## src/rtl/nn_seq_pkg.sv

```systemverilog
// Shared types and constants for the convolution sequencer: FSM states, default geometry,
// address widths and opt bit positions.
package nn_seq_pkg;

    typedef enum logic [1:0] {
        IDLE  = 2'd0,
        LOAD  = 2'd1,
        CALC  = 2'd2,
        DRAIN = 2'd3
    } state_t;

    localparam int DEF_IMG_DIM = 4;
    localparam int DEF_KER_DIM = 3;
    localparam int DEF_CH_NUM  = 3;
    localparam int DEF_MAC_LAT = 4;

    localparam int PAD    = DEF_KER_DIM / 2;
    localparam int IMG_AW = $clog2(DEF_IMG_DIM * DEF_IMG_DIM);
    localparam int KER_AW = $clog2(DEF_KER_DIM * DEF_KER_DIM);
    localparam int CH_W   = 2;

    localparam int OPT_PAD = 1;
    localparam int OPT_ACT = 0;

endpackage

```

## src/rtl/nn_seq_addr_gen.sv

```systemverilog
// Combinational neighbour address generator: maps (output pixel, kernel tap) to a clamped
// image read address and flags out-of-bounds taps for zero padding.
module nn_seq_addr_gen
    import nn_seq_pkg::*;
#(
    parameter int IMG_DIM = DEF_IMG_DIM,
    parameter int KER_DIM = DEF_KER_DIM,
    parameter int PADDING = PAD
) (
    input  logic [IMG_AW-1:0] pix,
    input  logic [KER_AW-1:0] tap,
    input  logic              pad_mode,
    output logic [IMG_AW-1:0] img_rd_addr,
    output logic              pad_zero
);

    int   w_row, w_col, w_tr, w_tc, w_nr, w_nc, w_cr, w_cc;
    logic w_oob;

    always_comb begin
        w_row = int'(pix) / IMG_DIM;
        w_col = int'(pix) % IMG_DIM;
        w_tr  = int'(tap) / KER_DIM;
        w_tc  = int'(tap) % KER_DIM;
        w_nr  = w_row + w_tr - PADDING;
        w_nc  = w_col + w_tc - PADDING;
        w_oob = (w_nr < 0) || (w_nr > IMG_DIM - 1) || (w_nc < 0) || (w_nc > IMG_DIM - 1);
        // Clamping serves replicate padding and keeps zero-pad reads inside the buffer
        w_cr  = (w_nr < 0) ? 0 : ((w_nr > IMG_DIM - 1) ? IMG_DIM - 1 : w_nr);
        w_cc  = (w_nc < 0) ? 0 : ((w_nc > IMG_DIM - 1) ? IMG_DIM - 1 : w_nc);
        img_rd_addr = IMG_AW'(w_cr * IMG_DIM + w_cc);
        pad_zero    = w_oob && !pad_mode;
    end

endmodule

```

## src/rtl/nn_conv_sequencer.sv

```systemverilog
// Load/compute sequencer for the NN convolution datapath (write addresses, MAC issue, out_valid).
// Optional NN_SEQ_STALL_EN adds a mac_ready input that stalls issue in CALC.
module nn_conv_sequencer
    import nn_seq_pkg::*;
#(
    parameter int IMG_DIM = DEF_IMG_DIM,
    parameter int KER_DIM = DEF_KER_DIM,
    parameter int CH_NUM  = DEF_CH_NUM,
    parameter int MAC_LAT = DEF_MAC_LAT
) (
    input  logic              clk,
    input  logic              rst,
`ifdef NN_SEQ_STALL_EN
    input  logic              mac_ready,
`endif
    input  logic              in_valid_o,
    input  logic [1:0]        opt,
    input  logic              in_valid_k,
    input  logic              in_valid_i,
    output logic              ker_wr_en,
    output logic [KER_AW-1:0] ker_wr_addr,
    output logic              img_wr_en,
    output logic [IMG_AW-1:0] img_wr_addr,
    output logic              mac_valid,
    output logic              mac_first,
    output logic              mac_last,
    output logic [CH_W-1:0]   ch_sel,
    output logic [IMG_AW-1:0] img_rd_addr,
    output logic [KER_AW-1:0] ker_rd_addr,
    output logic              pad_zero,
    output logic              act_sel,
    output logic              out_valid,
    output logic              busy
);

    localparam int KER_TAPS = KER_DIM * KER_DIM;
    localparam int IMG_PIX  = IMG_DIM * IMG_DIM;
    localparam int KCW      = $clog2(KER_TAPS + 1);
    localparam int ICW      = $clog2(IMG_PIX + 1);

    state_t            r_state, w_state_next;
    logic [1:0]        r_opt;
    logic [KCW-1:0]    r_ker_cnt;
    logic [ICW-1:0]    r_img_cnt;
    logic [IMG_AW-1:0] r_pix;
    logic [CH_W-1:0]   r_ch;
    logic [KER_AW-1:0] r_tap;
    logic [ICW-1:0]    r_out_cnt;
    logic [MAC_LAT:0]  r_dly;

    logic              r_ker_wr_en, r_img_wr_en, r_mac_valid, r_mac_first, r_mac_last;
    logic              r_pad_zero, r_busy;
    logic [KER_AW-1:0] r_ker_wr_addr, r_ker_rd_addr;
    logic [IMG_AW-1:0] r_img_wr_addr, r_img_rd_addr;
    logic [CH_W-1:0]   r_ch_sel;

    logic              w_ready, w_load_ok, w_acc_k, w_acc_i, w_k_full_next, w_i_full_next;
    logic              w_issue, w_tap_end, w_ch_end, w_pix_end, w_last_issue, w_drain_done;
    logic [IMG_AW-1:0] w_img_addr;
    logic              w_pad_zero;

`ifdef NN_SEQ_STALL_EN
    assign w_ready = mac_ready;
`else
    assign w_ready = 1'b1;
`endif

    assign w_load_ok     = (r_state == IDLE) || (r_state == LOAD);
    assign w_acc_k       = w_load_ok && in_valid_k && (r_ker_cnt != KCW'(KER_TAPS));
    assign w_acc_i       = w_load_ok && in_valid_i && (r_img_cnt != ICW'(IMG_PIX));
    // Completion is judged on the counts including this cycle's beat, so CALC follows the final beat directly
    assign w_k_full_next = (r_ker_cnt + KCW'(w_acc_k)) == KCW'(KER_TAPS);
    assign w_i_full_next = (r_img_cnt + ICW'(w_acc_i)) == ICW'(IMG_PIX);

    assign w_issue      = (r_state == CALC) && w_ready;
    assign w_tap_end    = (r_tap == KER_AW'(KER_TAPS - 1));
    assign w_ch_end     = (r_ch == CH_W'(CH_NUM - 1));
    assign w_pix_end    = (r_pix == IMG_AW'(IMG_PIX - 1));
    assign w_last_issue = w_issue && w_tap_end && w_ch_end && w_pix_end;
    assign w_drain_done = r_dly[MAC_LAT] && (r_out_cnt == ICW'(IMG_PIX - 1));

    nn_seq_addr_gen #(
        .IMG_DIM (IMG_DIM),
        .KER_DIM (KER_DIM),
        .PADDING (KER_DIM / 2)
    ) u_addr_gen (
        .pix         (r_pix),
        .tap         (r_tap),
        .pad_mode    (r_opt[OPT_PAD]),
        .img_rd_addr (w_img_addr),
        .pad_zero    (w_pad_zero)
    );

    always_ff @(posedge clk or posedge rst) begin
        if (rst) begin
            r_state <= IDLE;
        end else begin
            r_state <= w_state_next;
        end
    end

    always_comb begin
        w_state_next = r_state;
        case (r_state)
            IDLE:    if (in_valid_k || in_valid_i) w_state_next = LOAD;
            LOAD:    if (w_k_full_next && w_i_full_next) w_state_next = CALC;
            CALC:    if (w_last_issue) w_state_next = DRAIN;
            DRAIN:   if (w_drain_done) w_state_next = IDLE;
            default: w_state_next = IDLE;
        endcase
    end

    always_ff @(posedge clk or posedge rst) begin
        if (rst) begin
            r_opt         <= 2'b00;
            r_ker_cnt     <= '0;
            r_img_cnt     <= '0;
            r_pix         <= '0;
            r_ch          <= '0;
            r_tap         <= '0;
            r_out_cnt     <= '0;
            r_dly         <= '0;
            r_ker_wr_en   <= 1'b0;
            r_img_wr_en   <= 1'b0;
            r_ker_wr_addr <= '0;
            r_img_wr_addr <= '0;
            r_mac_valid   <= 1'b0;
            r_mac_first   <= 1'b0;
            r_mac_last    <= 1'b0;
            r_ch_sel      <= '0;
            r_img_rd_addr <= '0;
            r_ker_rd_addr <= '0;
            r_pad_zero    <= 1'b0;
            r_busy        <= 1'b0;
        end else begin
            if (w_load_ok && in_valid_o) r_opt <= opt;

            r_ker_wr_en <= w_acc_k;
            r_img_wr_en <= w_acc_i;
            if (r_state == CALC) begin
                r_ker_cnt <= '0;
                r_img_cnt <= '0;
            end else begin
                if (w_acc_k) begin
                    r_ker_wr_addr <= r_ker_cnt[KER_AW-1:0];
                    r_ker_cnt     <= r_ker_cnt + KCW'(1);
                end
                if (w_acc_i) begin
                    r_img_wr_addr <= r_img_cnt[IMG_AW-1:0];
                    r_img_cnt     <= r_img_cnt + ICW'(1);
                end
            end

            if (r_state != CALC) begin
                r_pix <= '0;
                r_ch  <= '0;
                r_tap <= '0;
            end else if (w_issue) begin
                if (w_tap_end) begin
                    r_tap <= '0;
                    if (w_ch_end) begin
                        r_ch  <= '0;
                        r_pix <= r_pix + IMG_AW'(1);
                    end else begin
                        r_ch <= r_ch + CH_W'(1);
                    end
                end else begin
                    r_tap <= r_tap + KER_AW'(1);
                end
            end

            r_mac_valid <= w_issue;
            r_mac_first <= w_issue && (r_ch == '0) && (r_tap == '0);
            r_mac_last  <= w_issue && w_ch_end && w_tap_end;
            // Operand addresses only move on an issue, so they hold through stalls
            if (w_issue) begin
                r_ch_sel      <= r_ch;
                r_img_rd_addr <= w_img_addr;
                r_ker_rd_addr <= r_tap;
                r_pad_zero    <= w_pad_zero;
            end

            r_dly <= {r_dly[MAC_LAT-1:0], r_mac_last};
            if (r_state == LOAD) begin
                r_out_cnt <= '0;
            end else if (r_dly[MAC_LAT]) begin
                r_out_cnt <= r_out_cnt + ICW'(1);
            end

            r_busy <= (w_state_next != IDLE);
        end
    end

    assign ker_wr_en   = r_ker_wr_en;
    assign ker_wr_addr = r_ker_wr_addr;
    assign img_wr_en   = r_img_wr_en;
    assign img_wr_addr = r_img_wr_addr;
    assign mac_valid   = r_mac_valid;
    assign mac_first   = r_mac_first;
    assign mac_last    = r_mac_last;
    assign ch_sel      = r_ch_sel;
    assign img_rd_addr = r_img_rd_addr;
    assign ker_rd_addr = r_ker_rd_addr;
    assign pad_zero    = r_pad_zero;
    assign act_sel     = r_opt[OPT_ACT];
    assign out_valid   = r_dly[MAC_LAT];
    assign busy        = r_busy;

endmodule

```

## config.mk

```make
export PLATFORM = sky130hd
export DESIGN_NAME = nn_conv_sequencer
export DESIGN_NICKNAME = d
export VERILOG_FILES = /design/src/rtl/nn_seq_pkg.sv /design/src/rtl/nn_seq_addr_gen.sv /design/src/rtl/nn_conv_sequencer.sv
export SDC_FILE = /design/constraint.sdc
export NUM_CORES = 1
export LEC_CHECK = 0
export CAP_MARGIN = 15
export CORE_AREA = 2 2 104 106
export DETAILED_ROUTE_END_ITERATION = 8
export DIE_AREA = 0 0 106 108
export MAX_ROUTING_LAYER = met4
export PLACE_DENSITY = 0.72
export SLEW_MARGIN = 20
export SYNTH_ARGS = -nofsm -noshare
export SYNTH_HDL_FRONTEND = slang
export SYNTH_SLANG_ARGS = --single-unit
```

## constraint.sdc

```tcl
create_clock -name clk -period 15.2 [get_ports clk]
set_input_delay 2.28 -clock clk [delete_from_list [all_inputs] [get_ports clk]]
set_output_delay 2.28 -clock clk [all_outputs]
set_load 0.005 [all_outputs]
```

; After elaboration in Yosys (flattened, before gate mapping)
; Cells that the tools add are included.
[totals]
register_bits = 58
latch_bits = 0
mem_bits_rw = 0
mem_bits_ro = 0
out_inout_bits = 27
wordCells = 114
n_memories = 0
[op_classes]
n_addsub = 13
n_mul = 0
n_div = 2
order_cmp = 4
n_eq_ne = 12
shifts = 0
n_mux = 26
n_bitwise = 1
n_reduce_logical = 35
[op_table]
columns = op, n
row1 = 3-bit by 32-bit adder with 32-bit output, 2
row2 = "32-bit by 3-bit > comparator with 1-bit output, second input constant", 2
row3 = "32-bit by 1-bit < comparator with 1-bit output, second input constant", 2
row4 = "32-bit by 2-bit subtractor with 32-bit output, second input constant", 2
row5 = 4-bit two-way mux, 11
row6 = "5-bit by 3-bit divider with 32-bit output, second input constant", 1
row7 = "5-bit by 3-bit modulo with 32-bit output, second input constant", 1
row8 = 2-bit two-way mux, 10
row9 = 5-bit two-way mux, 4
row10 = 1-bit logical AND, 15
row11 = 2-bit nonzero test, 7
row12 = "4-bit by 1-bit adder with 4-bit output, second input constant", 3
row13 = "4-bit equality test, second input constant", 3
row14 = "5-bit by 1-bit adder with 5-bit output, second input constant", 2
row15 = 2-bit case mux with 4 select lines, 1
row16 = "2-bit equality test, second input constant", 3
row17 = 2-bit AND reduction, 3
row18 = 5-bit by 1-bit adder with 5-bit output, 1
row19 = "5-bit by 4-bit equality test with 1-bit output, second input constant", 1
row20 = "5-bit equality test, second input constant", 1
row21 = 1-bit logical OR, 5
row22 = "5-bit inequality test, second input constant", 1
row23 = 4-bit by 1-bit adder with 4-bit output, 1
row24 = 4-bit adder, 1
row25 = 9 further kinds, 10

; Longest topological paths before layout
[depth]
ltp_word = 10
depth_mapped = 28
mapped_depth_nobuf = 25

; By module
; From an unflattened synthesis, not the netlist that was laid out.
[hier_totals]
cells_unflattened = 652
hier_area_um2 = 5387.7
[by_module_without_submodules]
columns = mod, n_inst, cells_each, area_per_inst_um2
row1 = nn_seq_addr_gen, 1, 412, 2791.4
row2 = nn_conv_sequencer, 1, 240, 2596.2

; Least setup slack after synthesis
; No wires, ideal clock.
[synth_timing]
path_type = register to register
from = reg r_tap[3]
to = reg r_pad_zero (netlist: pad_zero)
arrival_time_ns = 6.500
required_ns = 15.071
setup_slack_ns = 8.570
path_stages_with_launch = 28
n_path_buf = 4
path_cell_list = dfrtp_1 -> clkbuf_1 -> clkbuf_1 -> nor2_1 -> ha_1 -> clkbuf_1 -> nor2_1 -> a32oi_1 -> xnor2_1 -> ha_1 -> nor2_1 -> nor4bb_1 -> nand2_1 -> mux2i_1 -> ha_1 -> inv_1 -> ha_1 -> inv_1 -> fa_1 -> nand2b_1 -> a211oi_2 -> or2_1 -> buf_6 -> a31oi_1 -> or4_1 -> or4_1 -> or4_4 -> o41a_1
[synth_via]
elab_chain_len = 8
elab_cells_between_ends = 14
cone_classes = add/sub (4) / div (2) / order compare (4) / reduce/logical (4)
[synth_rtl]
columns = item, line
row1 = "start, declared", nn_conv_sequencer.sv:47  ; logic [KER_AW-1:0] r_tap;
row2 = "start signal, assigned", nn_conv_sequencer.sv:168  ; r_tap <= r_tap + KER_AW'(1);
row3 = 5-bit by 3-bit divider with 32-bit output, nn_seq_addr_gen.sv:23  ; w_tr = int'(tap) / KER_DIM;
row4 = 3-bit by 32-bit adder with 32-bit output, nn_seq_addr_gen.sv:25  ; w_nr = w_row + w_tr - PADDING;
row5 = 32-bit by 2-bit subtractor with 32-bit output, nn_seq_addr_gen.sv:25
row6 = 32-bit by 1-bit < comparator with 1-bit output or 32-bit by 3-bit > comparator with 1-bit output (tied branches), nn_seq_addr_gen.sv:27  ; w_oob = (w_nr < 0) || (w_nr > IMG_DIM - 1) || (w_nc < 0) || (w_nc > IMG_DIM - 1);
row7 = 1-bit logical OR (2 in a row), nn_seq_addr_gen.sv:27
row8 = 1-bit logical OR (*), nn_seq_addr_gen.sv:27
row9 = 1-bit logical AND (*), nn_seq_addr_gen.sv:32  ; pad_zero = w_oob && !pad_mode;
row10 = "end signal, assigned", nn_conv_sequencer.sv:180  ; r_pad_zero <= w_pad_zero;
row11 = "end, declared", nn_conv_sequencer.sv:52  ; logic r_pad_zero, r_busy;
; Every way passes the cells marked *; elsewhere a longest branch is shown, timed or not.
; A chain may end at the register's enable or synchronous reset.

; Final worst setup path
[layout_timing]
from = reg r_tap[2]
to = reg r_pad_zero (netlist: pad_zero)
; The elaborated chain is that of the path after synthesis.

==> run_results.csv <==
group,metric,value,unit
global_routing,track_usage,25.8,%
global_routing,antenna_found_initial,0,
job,drv_cap,0,
synthesis,synth-edff-count,0,
worst_hold_path,min_path_type,"flop to flop",
floorplanning,core_area,10200,um^2
sta,setup_tns,0,ns
synthesis,yosysWarningCount,0,
synthesis,synth_area,5370,um^2
layout,final_cell_mix,"nand2_1, inv_1, nor2_1, dfrtp_1, ha_1",
layout,drive_above_1_share,6.75,%
worst_setup_path,cpPeakStageDelay,0.55,ns
drt,avgViaCountPerCell,6.03,
drt,first_pass_iters,5,
layout,layout.nets,757,
layout,area_growth,11.4,%
power_and_ir_drop,peakVddDrop,0.0600,mV
synthesis,synthArstFlopShare,100,%
clocking,root_buffer,"clkbuf_8",
floorplanning,rows,37,
clocking,cts_buffer_depth,2,
worst_setup_path,end_kind,"flop",
worst_setup_path,cp_max_fo,11,
power_and_ir_drop,powerDensity,53.5,nW/um^2
drt,drc,0,
worst_setup_path,critPathArrivalTime,7.80,ns
clocking,cts_buffers,9,
outcome,status,"finished, final reports clean",
floorplanning,die_w,106,um
synthesis,ys_ff_latch,58,
sta,setup_ws,7.61,ns
placed_design,dp_hpwl,10600,um
clocking,clock_latency,0.33,ns
layout,diodes,0,
global_routing,grt_pass1_wl,23300,um
clocking,cts_resized,0,
floorplanning,die_y,108,um
floorplanning,floorplan.initialDensity,52.5,%
layout,final_common_cell,"nand2_1",
drt,antenna_left,0,
worst_setup_path,crit_path_start_kind,"flop",
placed_design,place_ws,7.79,ns
placed_design,port_buffers,33,
sta,finalMaxSlewViolations,0,
floorplanning,design.die.area,11400,um^2
worst_setup_path,required,15.41,ns
clocking,path_clk_slew,0.08,ns
sta,finClkSkew,0.0116,ns
floorplanning,pin_count,34,
sta,slew_headroom,40.2,%
synthesis,yosysUniqueCellTypes,73,
clocking,htree_levels,3,
sta,tightest_slew,0.895,ns
clocking,cts.sinks,58,
synthesis,syn_inst,671,
drt,routed_wirelength,13900,um
layout,nFillCells,925,
power_and_ir_drop,p_leak,0.00278,uW
sta,setup_viol,0,
sta,max_freq,132,MHz
worst_setup_path,crit_chain,"inv_1 > nor2_1 > ha_1 > nand2b_1 > a32oi_1 > xnor2_1 > ha_1 > nor2_1 > nor4bb_1 > nand2_1 > mux2i_1 > ha_1 > inv_1 > ha_1 > inv_1 > fa_1 > nand2b_1 > a211oi_2 > or2_1 > a31oi_1 > or4_1 > or4_1 > or4_4 > o41a_1",
worst_setup_path,cp_slowest_cell,"or4_1",
sta,fin_crit_sh,49.9,%
worst_setup_path,cp_common_cell,"ha_1",
global_routing,globalRouteOverflowTotal,0,
worst_setup_path,critPathKind,"flop to flop",
drt,drtIter0Drc,346,
synthesis,synth.yosys.seq_area_share,27.0,%
global_routing,grt_max_degree,59,
clocking,post_cts_buffers,0,
sta,final_hold_viol_count,0,
drt,vias,5016,
sta,rsz0062_at_grt,"no",
global_routing,grt_pass1_vias,4833,
synthesis,synth_fp_nets,737,
placed_design,gp_congestion,1.01,
layout,multi_input_area,3530,um^2
synthesis,ys.flop_type,"dfrtp_1",
drt,wire_per_inst,16.7,um
clocking,postCtsHoldBufs,0,
layout,seqCellArea,1450,um^2
clocking,cts_tree,"yes",
synthesis,syn_avg_cell_area,8.00,um^2
sta,finalCriticalPeriod,7.59,ns
## kinds of logic (layout without fill, tap and decap cells)
| family | Yosys count | after routing | synth area share [%] |
|---|---|---|---|
| DFF | 58 | 58 | 27.0 |
| adders and majority gates | 59 | 59 | 14.0 |
| and+or+nand+nor | 249 | 249 | 22.5 |
| AOI/OAI and AO/OA | 162 | 162 | 20.5 |
| buffers and inverters | 92 | 117 | 7.15 |
| muxes | 16 | 16 | 3.15 |
| other | 1 | 1 | 0.0698 |
| xor gates and xnor gates | 34 | 34 | 5.55 |
## state kept, by name, indices dropped and copies added, names as in the netlist
register / cells
r_tap: 4
r_pix: 4
r_ker_cnt: 4
mac_valid: 1
ker_rd_addr: 4
img_wr_addr: 4
r_img_cnt: 5
pad_zero: 1
busy: 1
mac_last: 1
ker_wr_addr: 4
r_state: 2
r_out_cnt: 5
ch_sel: 2
r_ch: 2
ker_wr_en: 1
img_wr_en: 1
img_rd_addr: 4
r_opt: 2
mac_first: 1
r_dly: 5
## per-stage QoR
stage / area [um^2] / hold WS, ns / power [uW] / std cells / util [%]
2_1_floorplan: 5370 / 0.331 / 160 / 671 / -
6_report: 5980 / 0.361 / 320 / 832 / 58.5
3_3_place_gp: 5760 / 0.335 / 163 / 816 / 56.3
4_1_cts: 5980 / 0.363 / 324 / 832 / 58.5
3_5_place_dp: 5760 / 0.339 / 163 / 816 / 56.3
5_1_grt: 5980 / 0.376 / 333 / 832 / 58.5
## report_power, final
| part | switching (uW) | internal [uW] | leakage (uW) |
|---|---|---|---|
| combinational | 3.40 | 2.09 | 0.00190 |
| sequential | 0.122 | 154 | 0.000777 |
| clock | 66.8 | 93.3 | 0.000106 |
| total | 70.3 | 250 | 0.00278 |
## path summary, 6_finish.rpt
path                                     from                    to  slack, ns  depth (start not counted)
max in group asynchronous                 rst   r_ch[1]$_DFFE_PP0N_      12.24                          3
max reg2reg                r_tap[2]$_DFF_PP0_  pad_zero$_DFFE_PP0P_       7.61                         24
max                        r_tap[2]$_DFF_PP0_  pad_zero$_DFFE_PP0P_       7.61                         24
min reg2reg                r_dly[2]$_DFF_PP0_    r_dly[3]$_DFF_PP0_       0.36                          0
min                        r_dly[2]$_DFF_PP0_    r_dly[3]$_DFF_PP0_       0.36                          0
min in group asynchronous                 rst    r_dly[3]$_DFF_PP0_       2.47                          3
## Yosys cell counts (all sizes together), types with 3 or more instances
master | instances | area [um^2]
nor3 | 14 | 70.1
a32oi | 4 | 35.0
nand4 | 9 | 56.3
dfrtp | 58 | 1450
nor2 | 61 | 231
o211ai | 8 | 65.1
nand2 | 86 | 323
nor4 | 4 | 25.0
mux2 | 7 | 78.8
xnor2 | 16 | 140
o21ai | 45 | 225
clkbuf | 21 | 78.8
or3 | 4 | 25.0
and3 | 6 | 42.5
nand3 | 18 | 90.1
a21oi | 38 | 198
xor2 | 18 | 158
and2 | 6 | 37.5
nor2b | 7 | 43.8
o31ai | 3 | 22.5
nor3b | 4 | 30.0
ha | 57 | 713
buf | 7 | 65.1
mux2i | 9 | 90.1
o22ai | 3 | 18.8
a21o | 8 | 60.1
inv | 64 | 240
nand2b | 11 | 68.8
a211oi | 12 | 100
a21boi | 4 | 30.0
o2111ai | 5 | 43.8
or4 | 5 | 41.3
o2bb2ai | 4 | 35.0
a31oi | 6 | 52.6
## worst max-delay path: cells and delay by family (launching register included)
kind | cells | cell delay [ns]
and+or+nand+nor | 10 | 3.34
adders and majority gates | 5 | 1.56
AOI/OAI and AO/OA | 4 | 1.33
DFF | 1 | 0.51
buffers and inverters | 3 | 0.30
muxes | 1 | 0.28
xor gates and xnor gates | 1 | 0.20
## cell type report
class | instances | area share (%)
inverters | 64 | 4.02
clock buffers | 9 | 2.07
flip-flops and latches | 58 | 24.3
clock inverters | 7 | 1.69
well taps | 136 | 2.84
repair buffers | 37 | 6.02
multi-input cells | 521 | 59.1
## layer usage
layer	track usage [%]	vias to the layer above	part of all wire (%)
met4	7.80	0	2.2
li1	-	2406	-
met3	4.40	26	5.4
met5	-	-	0
met2	41.9	179	46
met1	33.3	2405	46
Note: power is estimated with default switching activity, not from simulation.
